**config.mk**
```make
export PLATFORM = sky130hd
export DESIGN_NAME = multicycle_control_flat
export DESIGN_NICKNAME = d
export VERILOG_FILES = /design/src/rtl/mips_ctrl_pkg.sv /design/src/rtl/multicycle_control_if.sv /design/src/rtl/ctrl_out_decode.sv /design/src/rtl/multicycle_control.sv /design/src/flat_wrapper.sv
export SDC_FILE = /design/constraint.sdc
export NUM_CORES = 1
export LEC_CHECK = 0
export ABC_AREA = 0
export ABC_CLOCK_PERIOD_IN_PS = 3700
export CORE_UTILIZATION = 45
export DETAILED_ROUTE_END_ITERATION = 16
export PLACE_DENSITY_LB_ADDON = 0.08
export SLEW_MARGIN = 30
export SYNTH_ARGS = -nofsm -noshare
export SYNTH_HDL_FRONTEND = slang
export SYNTH_SLANG_ARGS = --single-unit
export TNS_END_PERCENT = 5
```
**constraint.sdc**
```tcl
create_clock -name clk -period 3.7 [get_ports clk]
set_input_delay 0.555 -clock clk [delete_from_list [all_inputs] [get_ports clk]]
set_output_delay 0.555 -clock clk [all_outputs]
set_load 0.05 [all_outputs]
```
**src/rtl/mips_ctrl_pkg.sv**
```systemverilog
// Shared encodings for the multicycle MIPS sequencing controller:
// state enum, opcode constants, ALUOp codes, mux select codes and
// small decode helpers used by both the controller and its output decoder.
package mips_ctrl_pkg;

  typedef enum logic [3:0] {
    ST_IDLE      = 4'd0,
    ST_FETCH     = 4'd1,
    ST_DECODE    = 4'd2,
    ST_R_EXEC    = 4'd3,
    ST_R_WB      = 4'd4,
    ST_I_EXEC    = 4'd5,
    ST_I_WB      = 4'd6,
    ST_MEM_ADDR  = 4'd7,
    ST_MEM_READ  = 4'd8,
    ST_MEM_WB    = 4'd9,
    ST_MEM_WRITE = 4'd10,
    ST_BRANCH    = 4'd11,
    ST_JUMP      = 4'd12,
    ST_TRAP      = 4'd13
  } state_t;

  localparam logic [5:0] OP_RTYPE = 6'b000000;
  localparam logic [5:0] OP_ADDI  = 6'b001000;
  localparam logic [5:0] OP_ANDI  = 6'b001100;
  localparam logic [5:0] OP_ORI   = 6'b001101;
  localparam logic [5:0] OP_LUI   = 6'b001111;
  localparam logic [5:0] OP_LW    = 6'b100011;
  localparam logic [5:0] OP_SW    = 6'b101011;
  localparam logic [5:0] OP_BEQ   = 6'b000100;
  localparam logic [5:0] OP_BNE   = 6'b000101;
  localparam logic [5:0] OP_J     = 6'b000010;

  localparam logic [2:0] ALU_ADD   = 3'b000;
  localparam logic [2:0] ALU_OR    = 3'b001;
  localparam logic [2:0] ALU_LUI   = 3'b010;
  localparam logic [2:0] ALU_AND   = 3'b011;
  localparam logic [2:0] ALU_SUB   = 3'b100;
  localparam logic [2:0] ALU_FUNCT = 3'b111;

  localparam logic [1:0] SRCB_REG    = 2'b00;
  localparam logic [1:0] SRCB_FOUR   = 2'b01;
  localparam logic [1:0] SRCB_IMM    = 2'b10;
  localparam logic [1:0] SRCB_IMM_SH = 2'b11;

  localparam logic [1:0] PCSRC_ALU    = 2'b00;
  localparam logic [1:0] PCSRC_ALUOUT = 2'b01;
  localparam logic [1:0] PCSRC_JUMP   = 2'b10;

  // Moore part of the control word; the fetch/branch Mealy terms are added in the top
  typedef struct packed {
    logic       mem_req;
    logic       mem_read;
    logic       mem_write;
    logic       i_or_d;
    logic       pc_en;
    logic [1:0] pc_source;
    logic       alu_src_a;
    logic [1:0] alu_src_b;
    logic [2:0] alu_op;
    logic       reg_dst;
    logic       mem_to_reg;
    logic       reg_write;
    logic       illegal_op;
  } ctrl_t;

  // First execute-phase state for a freshly decoded opcode
  function automatic state_t decode_target(input logic [5:0] op);
    case (op)
      OP_RTYPE:                         return ST_R_EXEC;
      OP_ADDI, OP_ANDI, OP_ORI, OP_LUI: return ST_I_EXEC;
      OP_LW, OP_SW:                     return ST_MEM_ADDR;
      OP_BEQ, OP_BNE:                   return ST_BRANCH;
      OP_J:                             return ST_JUMP;
      default:                          return ST_TRAP;
    endcase
  endfunction

  // ALU operation for immediate-ALU instructions
  function automatic logic [2:0] imm_alu_op(input logic [5:0] op);
    case (op)
      OP_ORI:  return ALU_OR;
      OP_LUI:  return ALU_LUI;
      OP_ANDI: return ALU_AND;
      default: return ALU_ADD;
    endcase
  endfunction

endpackage

```
**src/rtl/multicycle_control_if.sv**
```systemverilog
// Unified instruction/data memory handshake seen by the controller.
// The controller (master) raises mem_req with the access type and holds
// it until the memory (slave) returns mem_ack for one cycle.
interface multicycle_control_if;
  logic mem_req;
  logic mem_read;
  logic mem_write;
  logic mem_ack;

  modport master (output mem_req, output mem_read, output mem_write, input mem_ack);
  modport slave  (input mem_req, input mem_read, input mem_write, output mem_ack);
endinterface

```
**src/rtl/ctrl_out_decode.sv**
```systemverilog
// Purely combinational translation of controller state plus the latched
// opcode into the Moore part of the datapath control word.
module ctrl_out_decode
  import mips_ctrl_pkg::*;
(
  input  state_t     state,
  input  logic [5:0] opcode_q,
  output ctrl_t      ctrl
);

  // Per-state control word; anything not named for a state stays 0
  always_comb begin
    ctrl = '0;
    case (state)
      ST_FETCH: begin
        ctrl.mem_req   = 1'b1;
        ctrl.mem_read  = 1'b1;
        ctrl.i_or_d    = 1'b0;
        ctrl.alu_src_a = 1'b0;
        ctrl.alu_src_b = SRCB_FOUR;
        ctrl.alu_op    = ALU_ADD;
        ctrl.pc_source = PCSRC_ALU;
      end
      ST_DECODE: begin
        ctrl.alu_src_a = 1'b0;
        ctrl.alu_src_b = SRCB_IMM_SH;
        ctrl.alu_op    = ALU_ADD;
      end
      ST_R_EXEC: begin
        ctrl.alu_src_a = 1'b1;
        ctrl.alu_src_b = SRCB_REG;
        ctrl.alu_op    = ALU_FUNCT;
      end
      ST_R_WB: begin
        ctrl.reg_dst   = 1'b1;
        ctrl.reg_write = 1'b1;
      end
      ST_I_EXEC: begin
        ctrl.alu_src_a = 1'b1;
        ctrl.alu_src_b = SRCB_IMM;
        ctrl.alu_op    = imm_alu_op(opcode_q);
      end
      ST_I_WB: begin
        ctrl.reg_write = 1'b1;
      end
      ST_MEM_ADDR: begin
        ctrl.alu_src_a = 1'b1;
        ctrl.alu_src_b = SRCB_IMM;
        ctrl.alu_op    = ALU_ADD;
      end
      ST_MEM_READ: begin
        ctrl.mem_req  = 1'b1;
        ctrl.mem_read = 1'b1;
        ctrl.i_or_d   = 1'b1;
      end
      ST_MEM_WB: begin
        ctrl.mem_to_reg = 1'b1;
        ctrl.reg_write  = 1'b1;
      end
      ST_MEM_WRITE: begin
        ctrl.mem_req   = 1'b1;
        ctrl.mem_write = 1'b1;
        ctrl.i_or_d    = 1'b1;
      end
      ST_BRANCH: begin
        ctrl.alu_src_a = 1'b1;
        ctrl.alu_src_b = SRCB_REG;
        ctrl.alu_op    = ALU_SUB;
        ctrl.pc_source = PCSRC_ALUOUT;
      end
      ST_JUMP: begin
        ctrl.pc_source = PCSRC_JUMP;
        ctrl.pc_en     = 1'b1;
      end
      ST_TRAP: begin
        ctrl.illegal_op = 1'b1;
      end
      default: ctrl = '0;
    endcase
  end

endmodule

```
**src/rtl/multicycle_control.sv**
```systemverilog
// Multicycle MIPS sequencing controller. Owns the state register, the
// opcode latch captured at DECODE and the next-state logic; the per-state
// control word comes from ctrl_out_decode, with the fetch-ack and branch
// resolution terms of pc_en/ir_write added here combinationally.
module multicycle_control
  import mips_ctrl_pkg::*;
(
  input  logic                        clk,
  input  logic                        reset,
  multicycle_control_if.master        mem,
  input  logic [5:0]                  opcode,
  input  logic                        zero,
  output logic                        i_or_d,
  output logic                        ir_write,
  output logic                        pc_en,
  output logic [1:0]                  pc_source,
  output logic                        alu_src_a,
  output logic [1:0]                  alu_src_b,
  output logic [2:0]                  alu_op,
  output logic                        reg_dst,
  output logic                        mem_to_reg,
  output logic                        reg_write,
  output logic                        illegal_op,
  output logic [3:0]                  state_dbg
);

  state_t     state;
  state_t     state_next;
  logic [5:0] opcode_q;
  ctrl_t      ctrl;
  logic       fetch_done;
  logic       branch_taken;

  // State register and opcode latch; the opcode is only trusted at DECODE
  always_ff @(posedge clk) begin
    if (!reset) begin
      state    <= ST_IDLE;
      opcode_q <= '0;
    end else begin
      state <= state_next;
      if (state == ST_DECODE) opcode_q <= opcode;
    end
  end

  // Next-state selection; memory states wait for the ack, TRAP only leaves via reset
  always_comb begin
    state_next = state;
    case (state)
      ST_IDLE:      state_next = ST_FETCH;
      ST_FETCH:     if (mem.mem_ack) state_next = ST_DECODE;
      ST_DECODE:    state_next = decode_target(opcode);
      ST_R_EXEC:    state_next = ST_R_WB;
      ST_R_WB:      state_next = ST_FETCH;
      ST_I_EXEC:    state_next = ST_I_WB;
      ST_I_WB:      state_next = ST_FETCH;
      ST_MEM_ADDR:  state_next = (opcode_q == OP_SW) ? ST_MEM_WRITE : ST_MEM_READ;
      ST_MEM_READ:  if (mem.mem_ack) state_next = ST_MEM_WB;
      ST_MEM_WB:    state_next = ST_FETCH;
      ST_MEM_WRITE: if (mem.mem_ack) state_next = ST_FETCH;
      ST_BRANCH:    state_next = ST_FETCH;
      ST_JUMP:      state_next = ST_FETCH;
      ST_TRAP:      state_next = ST_TRAP;
      default:      state_next = ST_IDLE;
    endcase
  end

  ctrl_out_decode u_decode (
    .state    (state),
    .opcode_q (opcode_q),
    .ctrl     (ctrl)
  );

  assign fetch_done   = (state == ST_FETCH) && mem.mem_ack;
  assign branch_taken = (state == ST_BRANCH) && ((opcode_q == OP_BNE) ? !zero : zero);

  assign mem.mem_req   = ctrl.mem_req;
  assign mem.mem_read  = ctrl.mem_read;
  assign mem.mem_write = ctrl.mem_write;

  assign i_or_d     = ctrl.i_or_d;
  assign ir_write   = fetch_done;
  assign pc_en      = ctrl.pc_en | fetch_done | branch_taken;
  assign pc_source  = ctrl.pc_source;
  assign alu_src_a  = ctrl.alu_src_a;
  assign alu_src_b  = ctrl.alu_src_b;
  assign alu_op     = ctrl.alu_op;
  assign reg_dst    = ctrl.reg_dst;
  assign mem_to_reg = ctrl.mem_to_reg;
  assign reg_write  = ctrl.reg_write;
  assign illegal_op = ctrl.illegal_op;
  assign state_dbg  = state;

endmodule

```
**src/flat_wrapper.sv**
```systemverilog
// flat-port wrapper written by rule: the top's interface ports become plain ports
module multicycle_control_flat import mips_ctrl_pkg::*;
  (clk, reset, opcode, zero, i_or_d, ir_write, pc_en, pc_source, alu_src_a, alu_src_b, alu_op, reg_dst, mem_to_reg, reg_write, illegal_op, state_dbg, mem_mem_req, mem_mem_read, mem_mem_write, mem_mem_ack);
  multicycle_control_if mem_i ();
  input  logic clk;
  input  logic reset;
  input  logic [5:0] opcode;
  input  logic zero;
  output logic i_or_d;
  output logic ir_write;
  output logic pc_en;
  output logic [1:0] pc_source;
  output logic alu_src_a;
  output logic [1:0] alu_src_b;
  output logic [2:0] alu_op;
  output logic reg_dst;
  output logic mem_to_reg;
  output logic reg_write;
  output logic illegal_op;
  output logic [3:0] state_dbg;
  output wire logic [$bits(mem_i.mem_req)-1:0] mem_mem_req;
  output wire logic [$bits(mem_i.mem_read)-1:0] mem_mem_read;
  output wire logic [$bits(mem_i.mem_write)-1:0] mem_mem_write;
  input wire logic [$bits(mem_i.mem_ack)-1:0] mem_mem_ack;
  assign mem_mem_req = mem_i.mem_req;
  assign mem_mem_read = mem_i.mem_read;
  assign mem_mem_write = mem_i.mem_write;
  assign mem_i.mem_ack = mem_mem_ack;
  multicycle_control u_core (.clk(clk), .reset(reset), .mem(mem_i), .opcode(opcode), .zero(zero), .i_or_d(i_or_d), .ir_write(ir_write), .pc_en(pc_en), .pc_source(pc_source), .alu_src_a(alu_src_a), .alu_src_b(alu_src_b), .alu_op(alu_op), .reg_dst(reg_dst), .mem_to_reg(mem_to_reg), .reg_write(reg_write), .illegal_op(illegal_op), .state_dbg(state_dbg));
endmodule
```
# Yosys cells after proc, flatten, opt, wreduce, memory -nomap -nowiden
# Cells that the tools add are included.
# word_totals
input_bits	10
mem_count	0
rom_bits	0
out_inout_bits	22
elab_cells	67
latchBits	0
register_bits	10
ram_bits	0
# op_classes
mux	19
addsub	0
mul	0
bitwise	2
shift	0
n_div	0
reduce_logical	14
order_cmp	0
eq_ne	30
# op_table
operator	count
equality test 6 x 4 -> 1 bit, second input constant	7
one-hot mux 4 bit (9 select lines)	1
one-hot mux 6 bit (6 select lines)	1
equality test 4 bit, second input constant	6
one-hot mux 4 bit (5 select lines)	1
equality test 6 x 3 -> 1 bit, second input constant	3
equality test 6 bit, second input constant	3
equality test 4 x 3 -> 1 bit, second input constant	4
2-to-1 mux 4 bit	3
2-to-1 mux 1 bit	10
equality test 4 x 2 -> 1 bit, second input constant	2
OR reduction 2 bit	4
equality test 6 x 2 -> 1 bit, second input constant	1
logical NOT 6 bit	1
!= test 2 bit, second input constant	3
one-hot mux 2 bit (3 select lines)	1
OR reduction 3 bit	2
OR reduction 6 bit	1
equality test 4 x 1 -> 1 bit, second input constant	1
logical NOT 4 bit	1
one-hot mux 2 bit (2 select lines)	1
OR reduction 4 bit	1
AND reduction 3 bit	1
logical AND 1 bit	2
3 further kinds	4

# Longest topological paths before layout
# Gate-level depths: netlist of run 1.
# depth
ltp_word	4
depth_mapped	6
mapped_depth_nobuf	4

# Hierarchy
# From an unflattened synthesis of run 1, not the netlist that was laid out.
# unflattened
hier_cells	123
area_unflattened_um2	925.9
# modules_own_cells
mod	area_per_inst_um2	seq_area_each_um2	cells_each	n_inst
multicycle_control	684.4	200.2	85	1
ctrl_out_decode	241.5	0.0	38	1

# Worst setup path before layout of run 1
# No wires, ideal clock.
# synth_path
kind	register to output
startpoint	reg u_core.state[2], in the netlist u_core.state_dbg[2]
endpoint	out pc_en
required_ns	3.145
setup_slack_ns	0.480
n_path_buf	2
arrival_ns	2.665
stages_incl_launch_ff	6
cell_sequence	dfxtp_1 buf_2 or2_1 buf_2 nor3_1 a211o_1
# synth_via
elab_chain_len	4
word_cells_on_any_way	8
classes_between	eq/ne (3); mux (1); bitwise (2); reduce/logical (2)
# synth_lines
element	line_no	rtl
from (decl)	multicycle_control.sv:27	state_t state;
from (signal assigned)	multicycle_control.sv:40	state <= state_next;
equality test 4 x 1 -> 1 bit	multicycle_control.sv:73	assign fetch_done = (state == ST_FETCH) && mem.mem_ack;
logical AND 1 bit	multicycle_control.sv:73	
net ir_write	flat_wrapper.sv:10	output logic ir_write;
OR 1 bit (2 in series)	multicycle_control.sv:82	assign pc_en = ctrl.pc_en | fetch_done | branch_taken;
to (decl)	flat_wrapper.sv:11	output logic pc_en;
# The timed path passes the listed nets, and every way through them passes these cells.

# Worst setup path after layout of run 1
# layout_path
startpoint	reg u_core.state[0], in the netlist u_core.state_dbg[0]
endpoint	out alu_op[1]
# layout_via
elab_chain_len	2
word_cells_on_any_way	7
classes_between	eq/ne (6); mux (1)
# layout_lines
element	line_no	rtl
equality test 4 bit, or another cell as far along	ctrl_out_decode.sv:14	case (state)
one-hot mux 6 bit (6 select lines) (*)	ctrl_out_decode.sv:14	
to (decl)	flat_wrapper.sv:15	output logic [2:0] alu_op;
# Mark *: on every way between the ends. The rest lies on a longest branch, timed or not.

==> results of run 1 <==
-- cell type report --
type | count | area [um2] | share of cell area [%]
Clock buffer | 4 | 36.3 | 3.19
Inverter | 3 | 11.3 | 0.989
Multi-Input combinational cell | 83 | 561 | 49.2
Sequential cell | 10 | 200 | 17.6
Tap cell | 16 | 20.0 | 1.76
Timing Repair Buffer | 31 | 310 | 27.3
-- state kept, by name (all words and copies together), names as in the netlist --
signal            count
u_core.state_dbg      4
u_core.opcode_q       6
-- logic make-up (layout without fill, tap and decap cells) --
| logic type | count (synthesis) | after routing | synth area share, % |
|---|---|---|---|
| AND/OR/NAND/NOR | 51 | 51 | 38.5 |
| AO/OA/AOI/OAI | 22 | 22 | 19.9 |
| flip-flops | 10 | 10 | 25.1 |
| XOR/XNOR | 4 | 4 | 4.40 |
| buffers and inverters | 9 | 38 | 4.55 |
| multiplexers | 6 | 6 | 7.54 |
-- power by group --
part	internal (uW)	switching, uW	leakage (uW)
logic	146	251	0.000302
registers	124	43.6	0.0000815
clock network	59.7	36.0	0.0000210
-- layer usage --
layer / share of wire (%) / track usage (%) / vias to the layer above
li1: - / - / 427
met1: 42 / 28.2 / 410
met2: 53 / 42.1 / 26
met3: 5.1 / 6.12 / 0
met4: 0 / 3.64 / 0
met5: 0 / 0 / -
-- worst max-delay path: cells and delay by family, from the launching register on --
family          cells  cell delay, ps
compound gates      1             150
buf+inv             1             820
simple gates        3             570
flops               1             620
-- metrics by stage --
step                area, um2  hold slack [ps]  utilization, %  setup slack, ps
finish                   1140              537            72.2              714
global route             1140              591            72.2              546
CTS                      1140              545            72.2              690
detailed placement       1100              527            69.9              851
global placement         1100              517            69.9              848
floorplan                 797              489               -              480
-- worst max path at each step --
stage | to | startpoint | depth (start not counted) | slack [ps]
global route | alu_op[0] | u_core.state_dbg[0]$_SDFFE_PN0P_ | 5 | 550
floorplan | pc_en | u_core.state_dbg[2]$_SDFFE_PN0P_ | 5 | 480
CTS | alu_op[1] | u_core.state_dbg[0]$_SDFFE_PN0P_ | 5 | 690
finish | alu_op[1] | u_core.state_dbg[0]$_SDFFE_PN0P_ | 5 | 710
detailed placement | pc_en | mem_mem_ack | 5 | 850
global placement | pc_en | mem_mem_ack | 5 | 850
-- placed cells by master, fill, tap and decap left out, types with 2 or more instances in the layout --
cell	synthesis	layout
mux2i_1	6	6
nand2_1	5	5
nor2b_1	8	8
o31ai_1	2	2
a21boi_1	3	3
clkdlybuf4s50_1	0	31
nand2b_1	6	6
a31oi_1	2	2
nor3b_1	2	2
nand3_1	4	4
dfxtp_1	10	10
nor3_1	3	3
xnor2_1	2	2
o32ai_1	2	2
nor2_1	12	12
clkbuf_4	0	3
xor2_1	2	2
o22ai_1	3	3
a21oi_1	2	2
inv_1	3	3
==> run_results.csv, run 1 <==
group,metric,value,unit
timing,setup_viol,0,
yosys,synthFlopType,"dfxtp_1",
timing,maxSlewViolCount,0,
min_path,min-delay-start,"u_core.opcode_q[2]$_SDFFE_PN0P_",
yosys,netlist.area_leader.share,25.1,%
pwr,ir_drop,0.365,mV
yosys,synthTopCellsByArea,"dfxtp_1, mux2i_1, nor2b_1",
placement,hpwl,1480,um
min_path,holdPathEnd,"u_core.opcode_q[2]$_SDFFE_PN0P_",
drt,dr.pass1.iters,7,
drt,ant_nets,0,
clock_tree,postCtsSetupRepairBufs,0,
yosys,synth_nets,112,
drt,vias,863,
timing,max_freq,335,MHz
grt,grt_pass1_vias,821,
clock_tree,tritoncts,"done",
yosys,async_reset_ff_share,0,%
final_layout,drive_gt1_share,5.34,%
timing,slew_headroom,62.4,%
critical_path,cp.required,3140,ps
clock_tree,cts_root_buf,"clkbuf_4",
die,die_h,44.1,um
yosys,yosysUniqueCellTypes,40,
critical_path,arrival,2430,ps
timing,tns,0,ps
clock_tree,cts_hold_buf,0,
critical_path,r2r_slack,1970,ps
critical_path,rr_worst_depth,4,
yosys,yosysMostFrequentCell,"nor2_1",
die,coreArea,0.00158,mm2
clock_tree,cts_resized,0,
min_path,worstHoldPathCells,2,
critical_path,rr_startpoint,"u_core.state_dbg[0]$_SDFFE_PN0P_",
critical_path,cp_max_fo,16,
grt,track_usage,23.3,%
critical_path,cp-end-kind,"output pin",
yosys,synth_area,797,um2
final_layout,final_nets,142,
critical_path,critical_path_class,"flip-flop to output pin",
timing,min_period_over_period,80.7,%
grt,overflow,0,
pwr,p_per_area,580,mW/mm2
clock_tree,cts_buffers,3,
grt,antenna_found_initial,0,
yosys,synth-seq-cells,10,
timing,skew,2.39,ps
critical_path,crit_path_cell_trace,"nand2b_1, nor2_1, nand3_1, o22ai_1, clkdlybuf4s50_1",
placement,placed_cells,143,
grt,grt_pass1_wl,3450,um
critical_path,max_stage_delay,820,ps
clock_tree,clkSinkCount,10,
clock_tree,clk_pin_slew_worst_paths,60,ps
critical_path,critPathSlowestCell,"clkdlybuf4s50_1",
yosys,synth_commonest_cells,"nor2_1, dfxtp_1, nor2b_1",
timing,fin_crit,2990,ps
timing,tightest_slew,564,ps
final_layout,diodes,0,
pwr,power_leakage,0.000405,uW
yosys,yosysTopAreaCell,"dfxtp_1",
yosys,yosysWarnings,0,
run_status,status,"finished clean",
grt,grt_max_degree,21,
die,start_util,50.6,%
yosys,synthCells,102,
drt,drc,0,
timing,hold_violations,0,
timing,rsz0062_at_grt,"false",
drt,via_per_inst,5.87,
clock_tree,max-clock-path-buffers,2,
yosys,yosysSeqAreaShare,25.1,%
final_layout,instances_no_fill,147,
clock_tree,htreeDepth,1,
critical_path,start_kind,"flip-flop",
placement,routabilityCongestion,0.812,
placement,numPortBuffers,31,
drt,routed_wirelength,1940,um
yosys,syn_area_per_cell,7.81,um2
critical_path,r2r_end,"u_core.state_dbg[0]$_SDFFE_PN0P_",
min_path,hp-class,"flip-flop to flip-flop",
final_layout,area_growth_syn_to_layout,42.9,%
die,io-pin-count,32,
die,fp.dieArea,0.00194,mm2
clock_tree,clk_latency,260,ps
die,rows,14,
flow_run,max_cap_violations,0,
final_layout,fillCellCount,142,
drt,drt-initial-drc-count,20,
drt,wl_per_cell,13.2,um
yosys,synth-edff-count,0,
die,die_w,44.1,um
pwr,power,660,uW
Power figures use the tool's default switching activity.
==> run 2: changes to the inputs <==
--- a/config.mk
+++ b/config.mk
@@ -6,8 +6,8 @@
 export NUM_CORES = 1
 export LEC_CHECK = 0
 export ABC_AREA = 0
-export ABC_CLOCK_PERIOD_IN_PS = 3700
-export CORE_UTILIZATION = 45
+export ABC_CLOCK_PERIOD_IN_PS = 2600
+export CORE_UTILIZATION = 38
 export DETAILED_ROUTE_END_ITERATION = 16
 export PLACE_DENSITY_LB_ADDON = 0.08
 export SLEW_MARGIN = 30
==> constraint.sdc (replaced) <==
create_clock -name clk -period 2.6 [get_ports clk]
set_input_delay 0.39 -clock clk [delete_from_list [all_inputs] [get_ports clk]]
set_output_delay 0.39 -clock clk [all_outputs]
set_load 0.05 [all_outputs]
==> run 2 against run 1 <==
Cell area is 3.3% higher. Via count is 1.7% lower. Clock skew is 1.8 ps lower. Utilization is 12 points lower. Worst hold slack worse by 1.3 ps. Sequential share of layout area is 0.35 points lower. Sequential cell count stayed put. Global-route usage is 4.1 points lower. Critical path depth is 2 lower. Largest power group unchanged. Highest routed layer unchanged.
==> run_results.csv, run 2 (synthesized netlist as in run 1, its figures left out) <==
group,metric,value,unit
pwr,power_leakage,0.000436,uW
final_layout,area_growth_syn_to_layout,47.6,%
die,io-pin-count,32,
grt,grt_pass1_wl,3110,um
critical_path,critical_path_class,"flip-flop to output pin",
final_layout,drive_gt1_share,17.2,%
critical_path,cp_max_fo,16,
pwr,intPower,454,uW
pwr,p_sw,479,uW
drt,dr.pass1.iters,4,
critical_path,cp.required,2210,ps
drt,wl_per_cell,12.0,um
timing,rsz0062_at_grt,"false",
die,coreArea,0.00196,mm2
drt,drt-initial-drc-count,10,
timing,min_period_over_period,94.1,%
run_status,status,"finished clean",
final_layout,diodes,0,
clock_tree,cts_buffers,3,
die,die_w,47.8,um
timing,maxSlewViolCount,0,
critical_path,arrival,2060,ps
die,die_h,47.8,um
pwr,ir_drop,0.421,mV
clock_tree,cts_hold_buf,0,
die,fp.dieArea,0.00228,mm2
flow_run,max_cap_violations,0,
final_layout,layout_commonest_cell,"clkdlybuf4s50_1",
pwr,power,933,uW
pwr,clkPwrFrac,11.0,%
timing,max_freq,409,MHz
timing,slew_headroom,67.0,%
placement,hpwl,1510,um
pwr,seqPwrFrac,25.3,%
grt,overflow,0,
clock_tree,tritoncts,"done",
placement,numPortBuffers,31,
final_layout,fin_util,59.9,%
placement,routabilityCongestion,0.855,
die,start_util,40.6,%
timing,skew,0.561,ps
timing,fin_crit,2450,ps
grt,grt_pass1_vias,715,
pwr,comb_power_share,63.7,%
clock_tree,max-clock-path-buffers,2,
drt,routed_wirelength,1940,um
timing,setup_viol,0,
pwr,p_sw_share,51.3,%
drt,vias,848,
critical_path,cp-end-kind,"output pin",
drt,via_per_inst,5.27,
grt,track_usage,19.2,%
final_layout,regMostFlops,"u_core.opcode_q",
drt,ant_nets,0,
clock_tree,htreeDepth,1,
final_layout,final_nets,146,
clock_tree,clk_latency,260,ps
clock_tree,clkSinkCount,10,
min_path,hp-class,"flip-flop to flip-flop",
final_layout,final_cell_mix,"clkdlybuf4s50_1, nor2_1, buf_4, nor2b_1, dfxtp_1",
timing,tns,0,ps
timing,tightest_slew,494,ps
timing,hold_violations,0,
final_layout,largest_reg_flops,6,
grt,antenna_found_initial,0,
drt,drc,0,
clock_tree,cts_root_buf,"clkbuf_4",
grt,grt_max_degree,17,
critical_path,start_kind,"flip-flop",
pwr,p_per_area,793,mW/mm2
die,rows,16,
clock_tree,clk_pin_slew_worst_paths,60,ps
==> run 2: changes by cell type in the layout (fill, tap and decap cells not counted), sizes merged <==
| cell | change |
|---|---|
| buf | +12 |
| clkdlybuf4s50 | -8 |
| clkbuf | -1 |
==> run 2: final timing paths <==
| path | startpoint | end | slack (ps) | cells past startpoint |
|---|---|---|---|---|
| setup / recovery | u_core.state_dbg[2]$_SDFFE_PN0P_ | reg_dst | 150 | 3 |
| hold / removal | u_core.opcode_q[2]$_SDFFE_PN0P_ | u_core.opcode_q[2]$_SDFFE_PN0P_ | 540 | 2 |
| setup reg to reg | u_core.state_dbg[2]$_SDFFE_PN0P_ | u_core.state_dbg[1]$_SDFFE_PN0P_ | 1050 | 4 |
| hold reg to reg | u_core.opcode_q[2]$_SDFFE_PN0P_ | u_core.opcode_q[2]$_SDFFE_PN0P_ | 540 | 2 |
==> run 2: critical path, cell delays in order (launching register included) <==
cell and delay (ps):
dfxtp_1 600, nand2b_1 210, nor3_1 170, clkdlybuf4s50_1 830
==> run 2: power groups by stage <==
stage          clock (uW)  combinational, uW  sequential [uW]
6_report              102                595              236
2_1_floorplan           0                399              246
5_1_grt               113                634              245
3_3_place_gp            0                594              236
3_5_place_dp            0                596              238
4_1_cts               106                598              234
==> run 2: what timing repair did <==
| item | in CTS | in global routing |
|---|---|---|
| buffers inserted | 0 | 0 |
| setup endpoints to repair | 0 | 2 |
| resized for setup | 0 | 2 |
| hold endpoints to repair | 0 | 0 |
==> run 2: layout make-up <==
cell class / instances / area (um2)
Clock buffer: 3 / 22.5
Fill cell: 205 / 786
Inverter: 3 / 11.3
Multi-Input combinational cell: 83 / 573
Sequential cell: 10 / 203
Tap cell: 27 / 33.8
Timing Repair Buffer: 35 / 333
==> run 2: metrics by stage <==
| step | setup slack [ps] | cells | cell area [um2] | hold WS, ps |
|---|---|---|---|---|
| 2_1_floorplan | 17.7 | 102 | 810 | 489 |
| 5_1_grt | 24.4 | 161 | 1180 | 576 |
| 4_1_cts | 119 | 161 | 1170 | 544 |
| 6_report | 154 | 161 | 1180 | 536 |
| 3_5_place_dp | 405 | 158 | 1150 | 530 |
| 3_3_place_gp | 448 | 158 | 1150 | 520 |
==> run 2: metal layers <==
metal | wire length [um] | global-route usage (%) | vias to the layer above | share of wire, %
met5 | 0 | 0 | - | 0
met4 | 0 | 5.00 | 0 | 0
met2 | 963 | 32.4 | 16 | 50
met1 | 913 | 25.2 | 397 | 47
met3 | 59 | 3.40 | 0 | 3.0
li1 | - | - | 435 | -
==> run 3: changes to the inputs <==
--- a/config.mk
+++ b/config.mk
@@ -10,6 +10,8 @@
 export CORE_UTILIZATION = 38
 export DETAILED_ROUTE_END_ITERATION = 16
 export PLACE_DENSITY_LB_ADDON = 0.08
+export RECOVER_POWER = 50
+export SETUP_SLACK_MARGIN = 0.1
 export SLEW_MARGIN = 30
 export SYNTH_ARGS = -nofsm -noshare
 export SYNTH_HDL_FRONTEND = slang
==> run 3 against run 2 <==
Clock-buffer cell count unchanged. Critical path type unchanged. Maximum frequency is 4.2% higher. First-iteration DRC count up 50%. Sequential share of layout area about the same. Critical path depth stayed put. Sequential power is 4% lower. Routed wire length up 5.8%. Critical endpoint unchanged. Combinational power decreased by 3%. Global-route usage is 0.26 points higher. Cell area fell by 0.43%. Via count decreased by 0.47%.
==> run_results.csv, run 3 (synthesized netlist as in run 1, its figures left out) <==
group,metric,value,unit
critical_path,cp-startpoint,"u_core.state_dbg[3]$_SDFFE_PN0P_",
critical_path,crit_path_end,"reg_dst",
flow_run,max_cap_violations,0,
critical_path,cp-end-kind,"output pin",
min_path,hp-class,"flip-flop to flip-flop",
timing,skew,2.55,ps
final_layout,final_cell_mix,"clkdlybuf4s50_1, nor2_1, dfxtp_1, nor2b_1, buf_4",
drt,wl_per_cell,12.6,um
final_layout,area_growth_syn_to_layout,46.9,%
critical_path,rr_worst_depth,5,
placement,dpl_worst_slack,393,ps
clock_tree,htreeDepth,1,
pwr,power,911,uW
drt,drt-initial-drc-count,15,
pwr,ir_drop,0.418,mV
grt,track_usage,19.5,%
placement,hpwl,1530,um
drt,via_per_inst,5.21,
critical_path,start_kind,"flip-flop",
drt,dr.pass1.iters,4,
timing,setup_viol,0,
placement,numPortBuffers,31,
drt,dr.max_layer_used,"met4",
critical_path,path_buf_inv,1,
drt,wl_met1,969,um
drt,ant_nets,0,
drt,routed_wirelength,2050,um
die,die_h,47.8,um
pwr,power_leakage,0.000510,uW
timing,maxSlewViolCount,0,
timing,rsz0062_at_grt,"false",
final_layout,fin_util,59.7,%
die,start_util,40.6,%
clock_tree,max-clock-path-buffers,2,
critical_path,crit_path_cell_trace,"nand2b_1, nor3_1, clkdlybuf4s50_1",
critical_path,max_stage_delay,820,ps
final_layout,diodes,0,
clock_tree,clkSinkCount,10,
final_layout,regMostFlops,"u_core.opcode_q",
final_layout,largest_reg_flops,6,
critical_path,cp.required,2210,ps
pwr,p_per_area,778,mW/mm2
critical_path,critical_path_class,"flip-flop to output pin",
critical_path,cp_max_fo,14,
critical_path,critPathSlowestCell,"clkdlybuf4s50_1",
clock_tree,cts_buffers,3,
timing,hold_violations,0,
critical_path,rr_startpoint,"u_core.state_dbg[3]$_SDFFE_PN0P_",
drt,drc,0,
grt,grt_max_degree,17,
timing,min_period_over_period,90.3,%
die,fp.dieArea,0.00228,mm2
grt,antenna_found_initial,0,
die,io-pin-count,32,
grt,overflow,0,
die,coreArea,0.00196,mm2
final_layout,finish.instance_area,0.00117,mm2
final_layout,layout_commonest_cell,"clkdlybuf4s50_1",
final_layout,final_nets,147,
timing,max_freq,426,MHz
timing,fin_crit,2350,ps
placement,post_dp_cell_area,0.00117,mm2
clock_tree,clk_latency,260,ps
final_layout,fillCellCount,203,
critical_path,critPathTopFamily,"buffers and inverters",
placement,routabilityCongestion,0.779,
run_status,status,"finished clean",
grt,grt_pass1_vias,715,
clock_tree,cts_root_buf,"clkbuf_4",
clock_tree,clk_pin_slew_worst_paths,60,ps
final_layout,drive_gt1_share,12.6,%
die,die_w,47.8,um
critical_path,cp_num_cells,3,
timing,tightest_slew,756,ps
timing,tns,0,ps
timing,slew_headroom,49.4,%
die,rows,16,
drt,wl_met3,66,um
drt,vias,844,
timing,setup_ws,252,ps
clock_tree,postCtsSetupRepairBufs,0,
critical_path,r2r_end,"u_core.opcode_q[1]$_SDFFE_PN0P_",
critical_path,arrival,1960,ps
critical_path,r2r_slack,590,ps
grt,grt_pass1_wl,3120,um
drt,met2_length,1010,um
clock_tree,tritoncts,"done",
## run 3: cell types whose count changed in the layout (fill, tap and decap cells not counted), sizes merged
cell	before	now
clkdlybuf4s50	23	16
clkbuf	3	8
dlymetal6s2s	0	5
buf	12	8
dlygate4sd3	0	2
## run 3: worst min-delay path by stage
stage,cells past startpoint,slack (ps),end,startpoint
after floorplan,2,490,u_core.opcode_q[2]$_SDFFE_PN0P_,u_core.opcode_q[2]$_SDFFE_PN0P_
after global placement,2,520,u_core.opcode_q[2]$_SDFFE_PN0P_,u_core.opcode_q[2]$_SDFFE_PN0P_
after detailed placement,2,530,u_core.opcode_q[2]$_SDFFE_PN0P_,u_core.opcode_q[2]$_SDFFE_PN0P_
after CTS,2,540,u_core.opcode_q[2]$_SDFFE_PN0P_,u_core.opcode_q[2]$_SDFFE_PN0P_
after global routing,2,540,u_core.opcode_q[2]$_SDFFE_PN0P_,u_core.opcode_q[2]$_SDFFE_PN0P_
final,2,540,u_core.opcode_q[2]$_SDFFE_PN0P_,u_core.opcode_q[2]$_SDFFE_PN0P_
## run 3: layer usage
layer / vias up / track usage (%)
met5: - / 0
met4: 0 / 6.67
met3: 2 / 3.40
met2: 17 / 30.8
met1: 389 / 26.7
li1: 436 / -
## run 3: power by group
| part | switching, uW | internal, uW | total (uW) |
|---|---|---|---|
| Clock | 50.6 | 53.4 | 104 |
| Sequential | 49.6 | 178 | 227 |
| Combinational | 379 | 201 | 580 |
| Total | 479 | 432 | 911 |
## run 3: cell type report
type	count	area, um2	share of cell area (%)
repair buffers	36	334	28.5
multi-input cells	83	568	48.5
clock buffers	3	22.5	1.92
flip-flops and latches	10	201	17.2
well taps	27	33.8	2.88
inverters	3	11.3	0.962
## run 3: through the flow
stage | std cells | hold slack (ps)
floorplan | 102 | 489
global placement | 159 | 519
detailed placement | 159 | 526
CTS | 162 | 537
global route | 162 | 545
finish | 162 | 536
## run 3: worst register-to-register path, cell delays in order, from the launching register on
cell	delay, ps
dfxtp_1	440
or2_0	320
clkbuf_1	180
nor2_1	600
mux2i_1	280
nor2b_1	70
## run 3: repair_timing
action	CTS	global route
resized for setup	0	6
hold buffers	0	0
endpoints found under the setup margin	0	7
